**config.mk**
```make
export PLATFORM = sky130hd
export DESIGN_NAME = quadrature_step_decoder
export DESIGN_NICKNAME = d
export VERILOG_FILES = /design/src/rtl/quadrature_step_decoder.sv
export SDC_FILE = /design/constraint.sdc
export NUM_CORES = 1
export LEC_CHECK = 0
export CORE_ASPECT_RATIO = 1.2
export CORE_MARGIN = 4
export CORE_UTILIZATION = 45
export DETAILED_ROUTE_END_ITERATION = 12
export DONT_BUFFER_PORTS = 1
export SYNTH_ARGS = -nofsm -noshare
export SYNTH_HDL_FRONTEND = slang
export SYNTH_SLANG_ARGS = --single-unit
export TNS_END_PERCENT = 50
```
**constraint.sdc**
```tcl
create_clock -name clock -period 4.1 [get_ports clock]
set_input_delay 0.41 -clock clock [delete_from_list [all_inputs] [get_ports clock]]
set_output_delay 0.41 -clock clock [all_outputs]
set_load 0.03 [all_outputs]
```
**src/rtl/quadrature_step_decoder.sv**
```systemverilog
// Quadrature A/B decoder: 2-FF synchronizers, prime/track FSM, step/dir strobes,
// wrapping position counter and sticky illegal-transition flag. Build option QDEC_FILTER_EN.
module quadrature_step_decoder #(
    parameter int unsigned WIDTH = 16,
    parameter int unsigned FILT  = 3
) (
    input  logic             clock,
    input  logic             reset,
    input  logic             a,
    input  logic             b,
    input  logic             clear,
    output logic             step,
    output logic             dir,
    output logic [WIDTH-1:0] position,
    output logic             error
);

    typedef enum logic [0:0] {StPrime, StTrack} state_e;

    if (FILT < 2) begin : g_filt_chk
        $error("FILT must be >= 2");
    end

    state_e             state_q, state_d;
    logic [1:0]         meta_q, sync_q;
    logic [1:0]         prev_q, prev_d;
    logic [1:0]         prime_cnt_q, prime_cnt_d;
    logic               step_q, step_d;
    logic               dir_q, dir_d;
    logic [WIDTH-1:0]   pos_q, pos_d;
    logic               err_q, err_d;
    logic [1:0]         cur;

    always_ff @(posedge clock or posedge reset) begin
        if (reset) begin
            meta_q <= 2'b00;
            sync_q <= 2'b00;
        end else begin
            meta_q <= {a, b};
            sync_q <= meta_q;
        end
    end

`ifdef QDEC_FILTER_EN
    localparam int unsigned CntW = $clog2(FILT);

    logic [1:0]           filt_q, filt_d;
    logic [1:0][CntW-1:0] run_q, run_d;

    // A phase's filtered level flips on the FILT-th consecutive differing sample;
    // filt_d is used combinationally so the filter adds only FILT-1 clocks.
    always_comb begin
        filt_d = filt_q;
        run_d  = run_q;
        for (int i = 0; i < 2; i++) begin
            if (sync_q[i] == filt_q[i]) begin
                run_d[i] = '0;
            end else if (run_q[i] == CntW'(FILT - 1)) begin
                filt_d[i] = sync_q[i];
                run_d[i]  = '0;
            end else begin
                run_d[i] = run_q[i] + 1'b1;
            end
        end
        if (state_q == StPrime) begin
            filt_d = sync_q;
            run_d  = '0;
        end
    end

    always_ff @(posedge clock or posedge reset) begin
        if (reset) begin
            filt_q <= 2'b00;
            run_q  <= '0;
        end else begin
            filt_q <= filt_d;
            run_q  <= run_d;
        end
    end

    assign cur = filt_d;
`else
    assign cur = sync_q;
`endif

    // PRIME lingers until the synchronizer holds post-reset pin levels, so a
    // static non-zero input is absorbed rather than decoded.
    always_comb begin
        state_d     = state_q;
        prev_d      = prev_q;
        prime_cnt_d = prime_cnt_q;
        step_d      = 1'b0;
        dir_d       = dir_q;
        pos_d       = pos_q;
        err_d       = err_q;
        if (clear) begin
            state_d     = StPrime;
            prime_cnt_d = 2'd0;
            pos_d       = '0;
            err_d       = 1'b0;
        end else begin
            unique case (state_q)
                StPrime: begin
                    prev_d = cur;
                    if (prime_cnt_q == 2'd2) begin
                        state_d     = StTrack;
                        prime_cnt_d = 2'd0;
                    end else begin
                        prime_cnt_d = prime_cnt_q + 2'd1;
                    end
                end
                StTrack: begin
                    prev_d = cur;
                    case ({prev_q, cur})
                        4'b0001, 4'b0111, 4'b1110, 4'b1000: begin
                            step_d = 1'b1;
                            dir_d  = 1'b0;
                            pos_d  = pos_q + 1'b1;
                        end
                        4'b0100, 4'b1101, 4'b1011, 4'b0010: begin
                            step_d = 1'b1;
                            dir_d  = 1'b1;
                            pos_d  = pos_q - 1'b1;
                        end
                        4'b0011, 4'b1100, 4'b0110, 4'b1001: begin
                            err_d = 1'b1;
                        end
                        default: ;
                    endcase
                end
                default: state_d = StPrime;
            endcase
        end
    end

    always_ff @(posedge clock or posedge reset) begin
        if (reset) begin
            state_q     <= StPrime;
            prev_q      <= 2'b00;
            prime_cnt_q <= 2'd0;
            step_q      <= 1'b0;
            dir_q       <= 1'b0;
            pos_q       <= '0;
            err_q       <= 1'b0;
        end else begin
            state_q     <= state_d;
            prev_q      <= prev_d;
            prime_cnt_q <= prime_cnt_d;
            step_q      <= step_d;
            dir_q       <= dir_d;
            pos_q       <= pos_d;
            err_q       <= err_d;
        end
    end

    assign step     = step_q;
    assign dir      = dir_q;
    assign position = pos_q;
    assign error    = err_q;

endmodule
```
# Yosys cells after proc, flatten, opt, wreduce, memory -nomap -nowiden
# Index checks and enable logic that the tools add are counted.
word_totals:
  input_bits: 5
  wordCells: 54
  reg_bits: 28
classes:
  n_bitwise: 1
  add_sub_neg: 3
  reduce_logical: 11
  mux: 16
  n_eq_ne: 14
op_table:
  columns: ["operator", "count"]
  rows:
  - ["16-bit 2-to-1 mux", 2]
  - ["16-bit case mux with 2 select lines", 1]
  - ["4-bit == test (second input constant)", 6]
  - ["16-bit by 1-bit adder with 16-bit output (second input constant)", 1]
  - ["16-bit by 1-bit subtractor with 16-bit output (second input constant)", 1]
  - ["4-bit by 3-bit == test with 1-bit output (second input constant)", 3]
  - ["4-bit OR reduction", 3]
  - ["1-bit 2-to-1 mux", 9]
  - ["4-bit by 2-bit == test with 1-bit output (second input constant)", 2]
  - ["8-bit OR reduction", 1]
  - ["2-bit 2-to-1 mux", 3]
  - ["2-bit nonzero test", 3]
  - ["4-bit by 1-bit == test with 1-bit output (second input constant)", 1]
  - ["2-bit AND reduction", 2]
  - ["3-bit AND reduction", 1]
  - ["3-bit nonzero test", 1]
  - ["2-bit by 1-bit adder with 2-bit output (second input constant)", 1]
  - ["2-bit == test (second input constant)", 1]
  - ["2-bit inequality test (second input constant)", 1]
  - ["1-bit case mux with 2 select lines", 1]
  - ["1-bit NOT", 1]

# Longest topological paths before layout
# Gate-level depths: netlist of the first run.
depth:
  ltp_word: 5
  mapped_depth: 10

# Worst setup path before layout of the first run
# Ideal clock, no wire load.
synth_path:
  path_kind: "reg2reg"
  startpoint: "register prev_q[1]"
  endpoint: "register pos_q[13] (netlist: position[13])"
  arrival_time_ps: 2984
  n_path_buf: 0
  stages_incl_launch_ff: 10
  setup_ps: 82
  slack_ps: 1034
  path_cell_list: "dfrtp_1 -> xor2_1 -> nor2_1 -> ha_1 -> a211o_1 -> a211o_1 -> and3_1 -> o21bai_2 -> mux2_1 -> o22ai_1"
synth_between:
  elab_chain_cells: 5
  elab_cells_between_ends: 15
  cone_classes: "eq/ne (8); mux (3); reduce/logical (4)"
synth_rtl:
  columns: ["element", "line_no", "rtl"]
  rows:
  - ["start, declared", "26", "logic [1:0] prev_q, prev_d;"]
  - ["start signal, assigned", "147", "prev_q <= prev_d;"]
  - ["4-bit by 3-bit == test with 1-bit output (tied with other cells)", "114", "case ({prev_q, cur})"]
  - ["4-bit OR reduction", null, null]
  - ["16-bit case mux with 2 select lines", "114", null]
  - ["16-bit 2-to-1 mux", "102", "unique case (state_q)"]
  - ["16-bit 2-to-1 mux", "96", "if (clear) begin"]
  - ["end signal, assigned", "151", "pos_q <= pos_d;"]
  - ["end, declared", "30", "logic [WIDTH-1:0] pos_q, pos_d;"]
# Several ways; a longest one is shown, not always the timed one. The select of a mux whose other input is x is not followed.
# A chain may end at the register's enable or synchronous reset.

# Worst setup path in the final report of the first run
# Same ends and word-level chain as after synthesis.

==> results of run 1 <==
routing by layer:
metal,vias to the layer above,routed length (um),share of wire [%],GRT usage (%)
li1,692,-,-,-
met1,661,1690,46,20.3
met2,23,1790,48,27.5
met3,4,193,5.2,3.58
met4,0,27,0.73,3.66
met5,-,0,0,0
cells by family after synthesis:
kind of cell	Yosys count
AO/OA/AOI/OAI	54
buffers and inverters	10
multiplexers	10
XOR/XNOR	15
adder cells (fa/ha/maj)	17
AND/OR/NAND/NOR	60
flip-flops	28
worst max-delay path: stages, from the launching register on:
cell and delay (ps):
dfrtp_1 420, xor2_1 170, nor2_1 100, buf_4 260, ha_1 290, a211o_1 280
a211o_1 330, and3_1 170, o21bai_2 110, mux2_1 330, o22ai_1 160
worst paths after layout:
path,to,start,cells after the start,slack [ps]
setup / recovery,position[13],prev_q[1],10,1420
hold / removal,meta_q[1],a,0,150
setup reg to reg,position[13],prev_q[1],10,1420
hold reg to reg,cur[1],meta_q[1],0,360
max in group asynchronous,prime_cnt_q[1],reset,1,3210
min in group asynchronous,position[3],reset,1,270
synthesized netlist by cell type, types with 2 or more instances:
cell	number
nand3_1	2
mux2i_1	5
nand4_1	2
dfrtp_1	28
nor2_1	23
a21oi_1	21
inv_1	4
mux2_1	2
o21bai_1	2
nand3b_1	5
o31ai_1	2
nor2b_1	2
a21o_1	5
buf_4	2
nand2_1	15
xor2_1	7
ha_1	16
xnor2_1	8
a211o_1	3
buf_6	2
nor3_1	3
mux2_2	2
o21ai_0	8
power by group through the flow:
stage / Clock [mW] / Sequential [mW] / Combinational [mW]
after floorplan: 0 / 0.332 / 0.125
after global placement: 0 / 0.336 / 0.142
final: 0.224 / 0.331 / 0.144
after detailed placement: 0 / 0.338 / 0.144
after global routing: 0.241 / 0.335 / 0.165
after CTS: 0.230 / 0.332 / 0.145
layout make-up:
cell class | instances | area [um^2] | area share (%)
well taps | 54 | 67.6 | 3.45
flip-flops and latches | 28 | 701 | 35.7
clock buffers | 3 | 41.3 | 2.11
clock inverters | 1 | 30.0 | 1.53
inverters | 4 | 15.0 | 0.766
repair buffers | 1 | 7.51 | 0.383
multi-input cells | 156 | 1100 | 56.0
sequential cells by signal, indices dropped and copies added, names as in the netlist:
signal	cells
prev_q	2
cur	2
step	1
prime_cnt_q	2
dir	1
error	1
state_q	1
position	16
meta_q	2
placed cells by master (no fill, tap or decap), drive strengths merged, types with 2 or more instances in the layout:
cell type,count
nor2b,2
o21ai,9
nor2,23
mux2,5
inv,4
nor3,3
nand3b,5
mux2i,5
a21o,6
a21oi,21
a211o,3
clkbuf,3
nand3,2
dfrtp,28
nand4,2
nand2,16
o21bai,3
ha,16
xor2,7
xnor2,8
o31ai,2
==> summary.md, run 1 <==
| Metric | Value |
|---|---|
| GP Congestion | 0.873 |
| Num CTS Buffers | 3 |
| P_sw | 0.215 mW |
| Final Cycle Share | 65.5% |
| Area leader, netlist | dfrtp_1 |
| Main synth FF type | dfrtp_1 |
| Antenna diodes | 0 |
| Adder-cell area share of the yosys netlist | 11.8% |
| Final setup TNS | 0 ps |
| Area after DPL | 1890 um^2 |
| Wire length of the first global-routing pass | 6640 um |
| Die area | 5230 um^2 |
| Hold Vio Cnt, Final | 0 |
| WS Path Type | reg2reg |
| DR vias/cell | 5.59 |
| Worst EP arrival | 2890 ps |
| Post-layout min period | 2680 ps |
| Htree depth | 1 |
| Vias in the first global route | 1439 |
| Layout cells sized above 1 | 7.25% |
| Final Non-Filler Cells | 247 |
| Core area | 3970 um^2 |
| Ports | 24 |
| Clock Power Share | 32.0% |
| DR WL/cell | 15.0 um |
| Simple-gate portion of the synthesized area | 15.4% |
| Die width | 66.7 um |
| Inst Count DP | 243 |
| GRT overflow | 0 |
| PD cells | 357 nW/um^2 |
| Compound-Gate Fraction of Synth Area | 18.8% |
| Max-cap violations | 0 |
| Sw Share | 30.8% |
| Worst Max-Slew Pin Slew | 1040 ps |
| RSZ-0062 raised after global routing | no |
| Setup WS post-layout | 1420 ps |
| Fmax | 373 MHz |
| Initial DRC count | 43 |
| Post-synthesis mux area share | 5.92% |
| Row cnt | 25 |
| Die Ht | 78.4 um |
| Worst IR Drop VDD | 0.148 mV |
| Final Util | 49.4% |
| Worst Skew | 5.15 ps |
| Net Count, Synth | 216 |
| Hold_ws | 150 ps |
| Tot GR Track Use | 16.0% |
| EDFF count, synth | 0 |
| Worst Hold Class | in2reg |
| #FFs+latches synth | 28 |
| Synth Area in XOR/XNOR | 7.06% |
| Internal Power | 0.484 mW |
| Largest net degree at the start of global routing | 29 |
| Total Nets Final | 216 |
| Initial antenna violation count | 0 |
| Cts repair resizes | 0 |
| Total Routed Length | 3700 um |
| Pleak | 0.975 nW |
| Status | completed |
| Fillers | 387 |
| Syn Inst Count | 194 |
| Ys async rst share | 100% |
| Warnings from Yosys | 0 |
| Clk sinks | 28 |
| Clock Latency Late Sink | 280 ps |
| CTS tree | built |
| Initial Util | 46.8% |
| Design area | 1960 um^2 |
| Synth top area cells | dfrtp_1 (38%), ha_1 (11%), a21oi_1 (5.6%), nor2_1 (4.6%), xnor2_1 (3.8%) |
| Register area share after synthesis | 37.7% |
| Slew margin rel. | 30.4% |
| Post-CTS Setup Inserts | 0 |
| Power Total | 0.699 mW |
| PortBufs | 0 |
| Area grow syn2layout | 5.38% |
| Dpl hpwl | 2650 um |
| Remaining DRCs | 0 |
| Final slew viol count | 0 |
| DR pass1 iterations | 4 |
| Mean Syn Cell Area | 9.59 um^2 |
| Proportion of netlist area held by the largest area contributor | 37.7% |
| Clk slew on worst S/H paths | 110 ps |
| Setup crit end kind | register |
| Worst EP required | 4300 ps |
| Post-route ant nets | 0 |
| CTS Buffer Depth | 2 |
| Synthesized area | 1860 um^2 |
| # setup viols final | 0 |
| Yosys cell types | 48 |
| DR vias | 1380 |
| Cts hold-fix bufs | 0 |
| Crit start category | register |
| CTS root buffer | clkbuf_8 |
| Flop pwr share | 47.4% |
| Pre-CTS setup slack | 1430 ps |
| Largest family of logic cells by synthesized area | compound AO/OA/AOI/OAI gates |
| CP Max Fanout | 20 |
| Logic pwr share | 20.6% |
Power figures use the tool's default switching activity.
==> run 2: changes to the inputs <==
==> constraint.sdc (replaced) <==
create_clock -name clock -period 2.6 [get_ports clock]
set_input_delay 0.26 -clock clock [delete_from_list [all_inputs] [get_ports clock]]
set_output_delay 0.26 -clock clock [all_outputs]
set_load 0.03 [all_outputs]
==> run 2 against run 1 <==
Die area unchanged. Critical path depth decreased by 1. Sequential share of layout area down 3.3 points. Critical path type unchanged. Critical endpoint unchanged.
==> summary.md, run 2 (synthesis gave the netlist of run 1 again) <==
| Metric | Value |
|---|---|
| DR pass1 iterations | 4 (unchanged) |
| Remaining DRCs | 0 (unchanged) |
| Met2 routed wirelength | 2110 um (was 1790 um) |
| RSZ-0062 raised after global routing | yes (was no) |
| Sw Share | 30.0% (was 30.8%) |
| Top Metal Used | met4 (unchanged) |
| Fmax | 389 MHz (was 373 MHz) |
| Clock Latency Late Sink | 270 ps (was 280 ps) |
| Pleak | 1.08 nW (was 0.975 nW) |
| Core area | 3970 um^2 (unchanged) |
| Htree depth | 1 (unchanged) |
| Worst Hold Class | in2reg (unchanged) |
| Worst Skew | 4.22 ps (was 5.15 ps) |
| WS Path Type | reg2reg (unchanged) |
| Seq. cell area | 701 um^2 (unchanged) |
| Clk sinks | 28 (unchanged) |
| P_sw | 0.344 mW (was 0.215 mW) |
| Crit start category | register (unchanged) |
| Final setup TNS | 0 ps (unchanged) |
| Hold Vio Cnt, Final | 0 (unchanged) |
| CTS tree | built (unchanged) |
| Initial antenna violation count | 0 (unchanged) |
| DR vias | 1477 (was 1380) |
| Ports | 24 (unchanged) |
| Multi-input gate area | 1130 um^2 (was 1100 um^2) |
| Antenna diodes | 0 (unchanged) |
| Post-layout min period | 2570 ps (was 2680 ps) |
| Wl on met1 | 1760 um (was 1690 um) |
| DR WL/cell | 15.2 um (was 15.0 um) |
| Die area | 5230 um^2 (unchanged) |
| Worst IR Drop VDD | 0.291 mV (was 0.148 mV) |
| Reg2reg start | cur[1] (was prev_q[1]) |
| Clk slew on worst S/H paths | 100 ps (was 110 ps) |
| Largest net degree at the start of global routing | 29 (unchanged) |
| CP Max Fanout | 8 (was 20) |
| Worst EP arrival | 2770 ps (was 2890 ps) |
| Total Routed Length | 4080 um (was 3700 um) |
| Wire length of the first global-routing pass | 6760 um (was 6640 um) |
| PortBufs | 0 (unchanged) |
| Power Total | 1.15 mW (was 0.699 mW) |
| Die Ht | 78.4 um (unchanged) |
| Die width | 66.7 um (unchanged) |
| Row cnt | 25 (unchanged) |
| PD cells | 531 nW/um^2 (was 357 nW/um^2) |
| Post-route ant nets | 0 (unchanged) |
| CTS root buffer | clkbuf_8 (unchanged) |
| Layout cells sized above 1 | 17.3% (was 7.25%) |
| Reg2Reg Setup Slack | 30 ps (was 1420 ps) |
| Dpl hpwl | 3100 um (was 2650 um) |
| Max reg flops | 16 (unchanged) |
| Max-cap violations | 0 (unchanged) |
| Final Cycle Share | 99.0% (was 65.5%) |
| Min-delay src | clear (was a) |
| Internal Power | 0.802 mW (was 0.484 mW) |
| Num CTS Buffers | 3 (unchanged) |
| GP Congestion | 0.913 (was 0.873) |
| Setup crit end kind | register (unchanged) |
| Final slew viol count | 0 (unchanged) |
| Status | completed (unchanged) |
| GRT overflow | 0 (unchanged) |
| Vias in the first global route | 1455 (was 1439) |
| Tot GR Track Use | 16.3% (was 16.0%) |
| Fillers | 374 (was 387) |
| DR vias/cell | 5.51 (was 5.59) |
| Flop pwr share | 45.5% (was 47.4%) |
| Commonest non-fill, non-tap cell in the layout | dfrtp_1 (unchanged) |
| Most frequent cells in the layout | dfrtp_1 (28), nor2_1 (22), a21oi_1 (20) (was dfrtp_1 (28), nor2_1 (23), a21oi_1 (21)) |
| Reg2reg end | position[13] (unchanged) |
| # setup viols final | 0 (unchanged) |
| Reg2reg path depth | 9 (was 10) |
| Area grow syn2layout | 15.9% (was 5.38%) |
| Total Nets Final | 237 (was 216) |
| Met3 wire len | 184 um (was 193 um) |
| Logic pwr share | 24.9% (was 20.6%) |
| WHS Endpoint | prime_cnt_q[0] (was meta_q[1]) |
| Worst EP required | 2800 ps (was 4300 ps) |
| Min-Delay Path Depth | 1 (was 0) |
| Initial DRC count | 49 (was 43) |
| Initial Util | 46.8% (unchanged) |
| Clock Power Share | 29.7% (was 32.0%) |
| CTS Buffer Depth | 2 (unchanged) |
| Slew margin rel. | 70.5% (was 30.4%) |
| Worst Max-Slew Pin Slew | 443 ps (was 1040 ps) |
==> run 2: power groups by stage <==
stage	combinational, mW	sequential, mW	clock, mW
6_report	0.285	0.521	0.340
5_1_grt	0.317	0.527	0.374
4_1_cts	0.280	0.521	0.352
3_5_place_dp	0.268	0.530	0
3_3_place_gp	0.258	0.529	0
2_1_floorplan	0.202	0.524	0
==> run 2: cell type report <==
type / instances / share of cell area (%)
clock buffers: 3 / 1.91
clock inverters: 1 / 1.39
inverters: 4 / 0.696
multi-input cells: 156 / 52.4
flip-flops and latches: 28 / 32.5
well taps: 54 / 3.13
repair buffers: 22 / 8.00
==> run 2: worst max-delay path, stage by stage (launching register included) <==
cell and delay [ps]:
dfrtp_1 440, xnor2_2 170, nor2_4 210, ha_1 280
a211o_1 290, a211o_1 350, and3_1 180, o21bai_2 120
mux2_1 330, o22ai_1 140
==> run 2: worst max path at each step <==
stage,start,to,slack [ps],cells past startpoint
after floorplan,prev_q[1],position[13],10,9
after global placement,prev_q[1],position[13],20,9
after detailed placement,prev_q[1],position[13],-30,9
after CTS,prev_q[1],position[13],10,9
after global routing,cur[1],position[13],-90,9
final,cur[1],position[13],30,9
==> run 2: metrics by stage <==
stage               util [%]  cells  hold WS (ps)  setup slack (ps)  cell area (um^2)
floorplan                  -    194           291              14.5              1870
CTS                     53.2    266         0.995              12.4              2110
global route            54.3    268          13.5             -87.1              2160
finish                  54.3    268          41.2              26.1              2160
global placement        50.6    258           233              18.9              2010
detailed placement      50.6    258           241             -32.3              2010
==> run 2: repair_timing <==
action | in CTS | in global routing
pin swaps | 1 | 1
setup endpoints to repair | 2 | 6
setup buffers | 3 | 0
cloned | 0 | 0
resized for setup | 0 | 7
hold buffers | 1 | 2
hold endpoints to repair | 28 | 2
==> run 2: layer usage <==
layer | vias up | global-route usage, %
met5 | - | 0
met1 | 718 | 20.9
met4 | 0 | 2.85
met3 | 2 | 3.00
li1 | 735 | -
met2 | 22 | 28.7
==> run 3: changes to the inputs <==
--- a/config.mk
+++ b/config.mk
@@ -7,7 +7,7 @@
 export LEC_CHECK = 0
 export CORE_ASPECT_RATIO = 1.2
 export CORE_MARGIN = 4
-export CORE_UTILIZATION = 45
+export CORE_UTILIZATION = 35
 export DETAILED_ROUTE_END_ITERATION = 12
 export DONT_BUFFER_PORTS = 1
 export SYNTH_ARGS = -nofsm -noshare
==> run 3 against run 2 <==
Register-to-register slack better by 70 ps. Clock skew up 6.0 ps. Worst hold slack worse by 11 ps. Critical path type unchanged. Critical endpoint is now position[15]. Largest power group unchanged. Highest routed layer unchanged.
==> summary.md, run 3 (synthesis gave the netlist of run 1 again) <==
| Metric | Value |
|---|---|
| Final Cycle Share | 96.5% (was 99.0%) |
| Min-delay src | clear (unchanged) |
| Total Routed Length | 4260 um (was 4080 um) |
| PD cells | 516 nW/um^2 (was 531 nW/um^2) |
| Flop pwr share | 43.4% (was 45.5%) |
| Wire length of the first global-routing pass | 7020 um (was 6760 um) |
| Clock Latency Late Sink | 280 ps (was 270 ps) |
| Final Non-Filler Cells | 271 (was 268) |
| Dpl hpwl | 2970 um (was 3100 um) |
| Crit start category | register (unchanged) |
| Final slew viol count | 0 (unchanged) |
| Clk slew on worst S/H paths | 110 ps (was 100 ps) |
| WP depth | 11 (was 9) |
| Largest net degree at the start of global routing | 29 (unchanged) |
| Area grow syn2layout | 25.9% (was 15.9%) |
| Logic pwr share | 27.3% (was 24.9%) |
| Num CTS Buffers | 3 (unchanged) |
| Reg2reg end | position[15] (was position[13]) |
| Die Ht | 87.9 um (was 78.4 um) |
| Ports | 24 (unchanged) |
| Core area | 5040 um^2 (was 3970 um^2) |
| Worst Skew | 10.2 ps (was 4.22 ps) |
| Tot GR Track Use | 13.8% (was 16.3%) |
| Area after DPL | 2000 um^2 (was 2010 um^2) |
| Die area | 6550 um^2 (was 5230 um^2) |
| Slew margin rel. | 69.1% (was 70.5%) |
| Worst IR Drop VDD | 0.207 mV (was 0.291 mV) |
| Hold Vio Cnt, Final | 0 (unchanged) |
| Clk sinks | 28 (unchanged) |
| Commonest non-fill, non-tap cell in the layout | dfrtp_1 (unchanged) |
| WS Path Type | reg2reg (unchanged) |
| Initial antenna violation count | 0 (unchanged) |
| Reg2Reg Setup Slack | 90 ps (was 30 ps) |
| Layout cells sized above 1 | 25.6% (was 17.3%) |
| Sw Share | 31.1% (was 30.0%) |
| Cell family with most CP delay | simple AND/OR/NAND/NOR gates (was compound AO/OA/AOI/OAI gates) |
| Worst EP required | 2770 ps (was 2800 ps) |
| DR vias | 1433 (was 1477) |
| GRT overflow | 0 (unchanged) |
| CP max-delay cell | dfrtp_1 (unchanged) |
| Worst Hold Class | in2reg (unchanged) |
| Htree depth | 1 (unchanged) |
| P_sw | 0.375 mW (was 0.344 mW) |
| Inst Count DP | 262 (was 258) |
| Max reg flops | 16 (unchanged) |
| CP Max Fanout | 8 (unchanged) |
| Vias in the first global route | 1445 (was 1455) |
| # setup viols final | 0 (unchanged) |
| Reg2reg start | cur[1] (unchanged) |
| CTS tree | built (unchanged) |
| DR vias/cell | 5.29 (was 5.51) |
| Post-layout min period | 2510 ps (was 2570 ps) |
| Min-Delay Path Depth | 1 (unchanged) |
| Initial Util | 36.9% (was 46.8%) |
| Crit-path most repeated cell | nand2_1 (was a211o_1) |
| Status | completed (unchanged) |
| DR WL/cell | 15.7 um (was 15.2 um) |
| Initial DRC count | 84 (was 49) |
| Row cnt | 28 (was 25) |
| Clock Power Share | 29.4% (was 29.7%) |
| Worst-path cell chain | xnor2_2 > nor2_4 > buf_12 > buf_4 > ha_4 > nand2_1 > nor2_2 > nand4_1 > a211o_1 > nand2_1 > mux2_4 (was xnor2_2 > nor2_4 > ha_1 > a211o_1 > a211o_1 > and3_1 > o21bai_2 > mux2_1 > o22ai_1) |
| Final setup TNS | 0 ps (unchanged) |
| Setup crit end kind | register (unchanged) |
| Worst Max-Slew Pin Slew | 464 ps (was 443 ps) |
| WHS Endpoint | position[8] (was prime_cnt_q[0]) |
| Pleak | 1.06 nW (was 1.08 nW) |
| Max-cap violations | 0 (unchanged) |
| PortBufs | 0 (unchanged) |
| CTS root buffer | clkbuf_8 (unchanged) |
| Internal Power | 0.833 mW (was 0.802 mW) |
| Die width | 74.6 um (was 66.7 um) |
| Reg2reg path depth | 11 (was 9) |
| GP Congestion | 0.903 (was 0.913) |
| Fillers | 499 (was 374) |
| Total Nets Final | 234 (was 237) |
| Most frequent cells in the layout | dfrtp_1 (28), nor2_1 (20), a21oi_1 (19) (was dfrtp_1 (28), nor2_1 (22), a21oi_1 (20)) |
| Fmax | 399 MHz (was 389 MHz) |
| DR pass1 iterations | 4 (unchanged) |
| Post-route ant nets | 0 (unchanged) |
| Worst EP arrival | 2680 ps (was 2770 ps) |
| RSZ-0062 raised after global routing | yes (unchanged) |
| Design area | 2340 um^2 (was 2160 um^2) |
| Critical path's largest stage delay | 440 ps (about the same) |
| CTS Buffer Depth | 2 (unchanged) |
| Worst path bufs/invs | 2 (was 0) |
| Remaining DRCs | 0 (unchanged) |
| Antenna diodes | 0 (unchanged) |
==> run 3: power groups by stage <==
stage                     Combinational, mW  Clock [mW]  Sequential (mW)
after floorplan                       0.202           0            0.524
after global placement                0.254           0            0.530
after detailed placement              0.255           0            0.532
after CTS                             0.262       0.372            0.524
after global routing                  0.370       0.391            0.529
final                                 0.329       0.355            0.524
==> run 3: through the flow <==
| stage | power (mW) | setup WS [ps] | hold slack, ps | utilization [%] |
|---|---|---|---|---|
| 5_1_grt | 1.29 | -77.4 | 7.81 | 46.4 |
| 3_3_place_gp | 0.784 | -23.4 | 245 | 39.7 |
| 6_report | 1.21 | 91.3 | 30.5 | 46.4 |
| 2_1_floorplan | 0.726 | 14.5 | 291 | - |
| 3_5_place_dp | 0.786 | -37.3 | 243 | 39.7 |
| 4_1_cts | 1.16 | 29.6 | 13.6 | 41.8 |
==> run 3: layout make-up <==
cell class / count / area (um^2) / area share, %
repair buffers: 19 / 163 / 6.94
clock inverters: 1 / 30.0 / 1.28
clock buffers: 3 / 41.3 / 1.76
inverters: 4 / 15.0 / 0.641
flip-flops and latches: 28 / 701 / 29.9
well taps: 60 / 75.1 / 3.21
multi-input cells: 156 / 1320 / 56.2
==> run 3: per-layer routing <==
| layer | vias up | wire length (um) | global-route usage, % |
|---|---|---|---|
| li1 | 725 | - | - |
| met1 | 693 | 1910 | 18.0 |
| met2 | 13 | 2150 | 22.9 |
| met3 | 2 | 168 | 2.99 |
| met4 | 0 | 29 | 3.88 |
| met5 | - | 0 | 0 |
==> run 3: worst max-delay path by stage <==
stage | end | start
floorplan | position[13] | prev_q[1]
global placement | position[15] | prev_q[0]
detailed placement | position[15] | prev_q[0]
CTS | position[13] | prev_q[1]
global route | position[8] | cur[1]
finish | position[15] | cur[1]
==> run 3: worst reg2reg max path, delay by kind of cell (launching register included) <==
kind,cells,cell delay [ps]
buf+inv,2,330
fa+ha+maj,1,310
simple gates,5,520
compound gates,1,280
flops,1,440
xor+xnor,1,230
mux,1,300
==> run 3: repair_timing <==
action	4_1_cts	5_1_grt
endpoints found under the setup margin	1	6
hold endpoints to repair	30	0
pin swaps	0	7
hold buffers	3	0
buffers inserted	0	2
gates resized for setup	2	32
==> RTL change 1 (flow settings as in run 2) <==
The option `QDEC_FILTER_EN` is turned on by a define.
--- a/src/rtl/quadrature_step_decoder.sv
+++ b/src/rtl/quadrature_step_decoder.sv
@@ -2,2 +2,4 @@
 // wrapping position counter and sticky illegal-transition flag. Build option QDEC_FILTER_EN.
+`define QDEC_FILTER_EN
+
 module quadrature_step_decoder #(
Function: changed (Yosys sat finds a counterexample within 10 cycles, from zero or initial values and one cycle with reset high).
==> RTL change 1 against run 2 <==
  * The flow now finishes with violations (setup timing)
  * Count of clock-buffer cells in the layout is 4 higher
  * First-iteration DRC count grew 120%
  * Sequential cell count is 6 higher
  * Worst setup slack got worse by 510 ps
  * Combinational power rose to 2.7 times the old value
  * Routed wire length is 53% higher
  * Final area is 50% higher
  * Hold slack got worse by 12 ps
  * Clock skew rose by 11 ps
  * Power grew 60%
  * Area after synthesis up 26%
==> RTL change 1: results (changes against run 2) <==
Critical path
  – Critical path's largest stage delay: 400 ps (was 440 ps)
  – Cell count of the worst reg-to-reg path: 12 (was 9)
  – Worst Setup EP: position[14] (was position[13])
  – Arrival @ worst endpoint: 3240 ps (was 2770 ps)
  – Flop-to-flop setup slack: -480 ps (was 30 ps)
  – Largest driver fanout on the critical path: 7 (was 8)
  – Top cell family by delay on the critical path: simple AND/OR/NAND/NOR gates (was compound AO/OA/AOI/OAI gates)
  – Crit. Startpoint: prev_q[1] (was cur[1])

Cells and area
  – Signal buffers: 75 (was 22)
  – Inverters: 6 (was 4)
  – Multi-input logic area: 0.00159 sq mm (was 0.00113 sq mm)
  – ClkCell Share: 2.82% (was 3.31%)
  – Final net count: 340 (was 237)
  – Seq_cells: 34 (was 28)
  – Seq/total area: 26.3% (was 32.5%)
  – Synth-to-Final Area Change: 38.2% (was 15.9%)
  – Comb_multi_in: 196 (was 156)
  – Clkbuf count: 7 (was 3)
  – Share of cells above drive strength 1: 38.2% (was 17.3%)

Clocking
  – Clock insertion delay at the later pin of the skew report: 290 ps (was 270 ps)
  – H-tree levels: 2 (was 1)
  – Number of buffers created by CTS: 5 (was 3)
  – Worst-path clk slew: 80 ps (was 100 ps)

Placement
  – Placed insts: 358 (was 258)
  – Dpl cell area: 0.00288 sq mm (was 0.00201 sq mm)
  – Final HPWL DP: 4210 um (was 3100 um)
  – Place WS: -442 ps (was -32.3 ps)

Routing
  – Metal2 WL: 3380 um (was 2110 um)
  – Routed WL: 6220 um (was 4080 um)
  – Wirelength per Cell: 16.4 um (was 15.2 um)
  – DR iter-0 viols: 110 (was 49)
  – Met1 wire length: 2530 um (was 1760 um)
  – Drt pass-1 iters: 5 (was 4)

GRT
  – Vias in the first global route: 2149 (was 1455)
  – Met1 Use GR: 24.9% (was 20.9%)
  – Met2 Use GR: 35.5% (was 28.7%)
  – Met3 GRT Util: 3.46% (was 3.00%)

Timing
  – Tightest Pin Transition: 563 ps (was 443 ps)
  – Clock Skews: 15.2 ps (was 4.22 ps)
  – Setup Total Neg Slack: -3170 ps (was 0 ps)
  – Endpoints failing setup: 10 (was 0)
  – Worst hold slack: 29.6 ps (was 41.2 ps)
  – Worst setup margin: -480 ps (was 26.1 ps)

Synth
  – Compound-gate portion of the synthesized area: 21.9% (was 18.8%)
  – Synth cell types: 59 (was 48)
  – Synth Area in Adders: 9.41% (was 11.8%)
  – Xor and xnor area share after synthesis: 6.36% (was 7.06%)
  – Multiplexer share of the synthesized area: 3.69% (was 5.92%)
  – Area contributors post-synth: dfrtp_1 36%, ha_1 8.6%, a21oi_1 5.8% (was dfrtp_1 38%, ha_1 11%, a21oi_1 5.6%)
  – Syn nets: 266 (was 216)
  – Top post-synthesis cells by count: 34 x dfrtp_1, 27 x a21oi_1, 16 x ha_1, 14 x nand2_1, 13 x o21ai_1 (was 28 x dfrtp_1, 23 x nor2_1, 21 x a21oi_1, 16 x ha_1, 15 x nand2_1)

Status
  – Failing checks: setup timing
  – Status: finished, violations left (was finished, final reports clean)

Power and ir drop
  – Max IR drop VDD: 335 uV (was 291 uV)
[RTL change 1: timing repair]
| action | in CTS | in global routing |
|---|---|---|
| hold buffers | 3 | 0 |
| setup endpoints to repair | 10 | 11 |
| endpoints found under the hold margin | 36 | 0 |
| gates cloned | 1 | 0 |
| setup buffers | 4 | 5 |
| pin swaps | 1 | 7 |
| gates resized for setup | 13 | 18 |
[RTL change 1: power breakdown]
| part | internal (uW) | switching, uW | leakage, uW | total [uW] |
|---|---|---|---|---|
| Clock | 214 | 198 | 0.0000482 | 412 |
| Combinational | 381 | 399 | 0.00101 | 779 |
| Sequential | 569 | 71.0 | 0.000452 | 640 |
| Total | 1160 | 668 | 0.00151 | 1830 |
==> RTL change 2 (settings of run 2) <==
Without the edit above. Put one more register stage on the output `dir`, with the module's reset. The value now appears one clock later. The other outputs are not delayed to match.
--- a/src/rtl/quadrature_step_decoder.sv
+++ b/src/rtl/quadrature_step_decoder.sv
@@ -156,3 +156,9 @@
     assign step     = step_q;
-    assign dir      = dir_q;
+    always_ff @(posedge clock or posedge reset) begin
+        if (reset) begin
+            dir <= '0;
+        end else begin
+            dir <= dir_q;
+        end
+    end
     assign position = pos_q;
Formal check against the unedited RTL: not equivalent (Yosys sat finds a counterexample within 10 cycles, from zero or initial values and one cycle with reset high).
==> RTL change 2 against run 2 <==
  * Area after synthesis up 1.3%
  * Final area up 11%
  * Synthesized cell count up 0.52%
  * Die area up 1.2%
  * Sequential cell count up 1
  * Clock skew up 1.8 ps
  * Routed wire length up 8.1%
  * Power up 10%
  * Worst setup slack better by 47 ps
  * Non-clock buffer count up 3
  * Critical path type unchanged
  * Critical endpoint unchanged
  * Largest power group unchanged
==> RTL change 2: results (changes against run 2) <==
Clocking
  – H-tree levels: 2 (was 1)
  – Post-CTS Resized: 3 (was 0)
  – Hold_buf cts: 3 (was 1)
  – Worst-path clk slew: 70 ps (was 100 ps)
  – Post-CTS setup buffers: 0 (was 3)

Synth
  – Top post-synthesis cells by count: 29 x dfrtp_1, 23 x nor2_1, 21 x a21oi_1, 16 x ha_1, 15 x nand2_1 (was 28 x dfrtp_1, 23 x nor2_1, 21 x a21oi_1, 16 x ha_1, 15 x nand2_1)
  – Syn_area_per_cell: 9.67 sq um (was 9.59 sq um)
  – Area contributors post-synth: dfrtp_1 38%, ha_1 11%, a21oi_1 5.6% (unchanged)

Power and ir drop
  – Clock Power Share: 28.7% (was 29.7%)
  – Max IR drop VDD: 290 uV (was 291 uV)
  – Leakage: 0.00111 uW (was 0.00108 uW)
  – Sequential group power: 546 uW (was 521 uW)
  – Total power: 1260 uW (was 1150 uW)

Critical path
  – Cell count of the worst reg-to-reg path: 11 (was 9)
  – Crit. Startpoint: prev_q[1] (was cur[1])

Status
  – Status: finished, final reports clean (unchanged)

Cells and area
  – # fillers: 381 (was 374)
  – Share of cells above drive strength 1: 27.5% (was 17.3%)
  – Final net count: 243 (was 237)

Timing
  – Worst hold slack: 37.8 ps (was 41.2 ps)
  – Fmax: 0.396 GHz (was 0.389 GHz)

GRT
  – Largest net degree at the start of global routing: 30 (was 29)
  – Met3 GRT Util: 5.52% (was 3.00%)
  – Vias in the first global route: 1530 (was 1455)
  – Met2 Use GR: 28.7% (about the same)
  – Total GRT Usage: 17.3% (was 16.3%)
  – First-pass GRT wire length: 7000 um (was 6760 um)
  – Met1 Use GR: 19.8% (was 20.9%)

Routing
  – Vias per cell: 5.56 (was 5.51)
  – Met3 WL post-DR: 216 um (was 184 um)
  – Met1 wire length: 1840 um (was 1760 um)
  – DR iter-0 viols: 40 (was 49)
  – Metal2 WL: 2270 um (was 2110 um)

Hold path
  – Hold endpoint: prime_cnt_q[1] (was prime_cnt_q[0])

Placement
  – Placed insts: 260 (was 258)
  – GPL Wtd Cong: 0.960 (was 0.913)
  – Final HPWL DP: 3040 um (was 3100 um)
==> RTL change 2: changes by cell type after synthesis <==
cell and delta:
dfrtp_1 +1
==> RTL change 2: area by class of cell <==
type | instances | area (sq um) | share of cell area, %
multi-input cells | 156 | 1280 | 53.7
flip-flops and latches | 29 | 726 | 30.4
repair buffers | 25 | 215 | 9.01
clock buffers | 6 | 72.6 | 3.04
well taps | 54 | 67.6 | 2.83
inverters | 4 | 15.0 | 0.628
clock inverters | 2 | 10.0 | 0.419
==> RTL change 2: logic make-up (layout without fill, tap and decap cells) <==
logic type               after synthesis  count (layout)  synth area share, %
XOR/XNOR                              15              15                 6.97
buffers and inverters                 10              37                 3.25
flip-flops                            29              29                 38.5
adder cells (fa/ha/maj)               17              17                 11.7
multiplexers                          10              10                 5.84
AO/OA/AOI/OAI                         54              54                 18.6
AND/OR/NAND/NOR                       60              60                 15.2
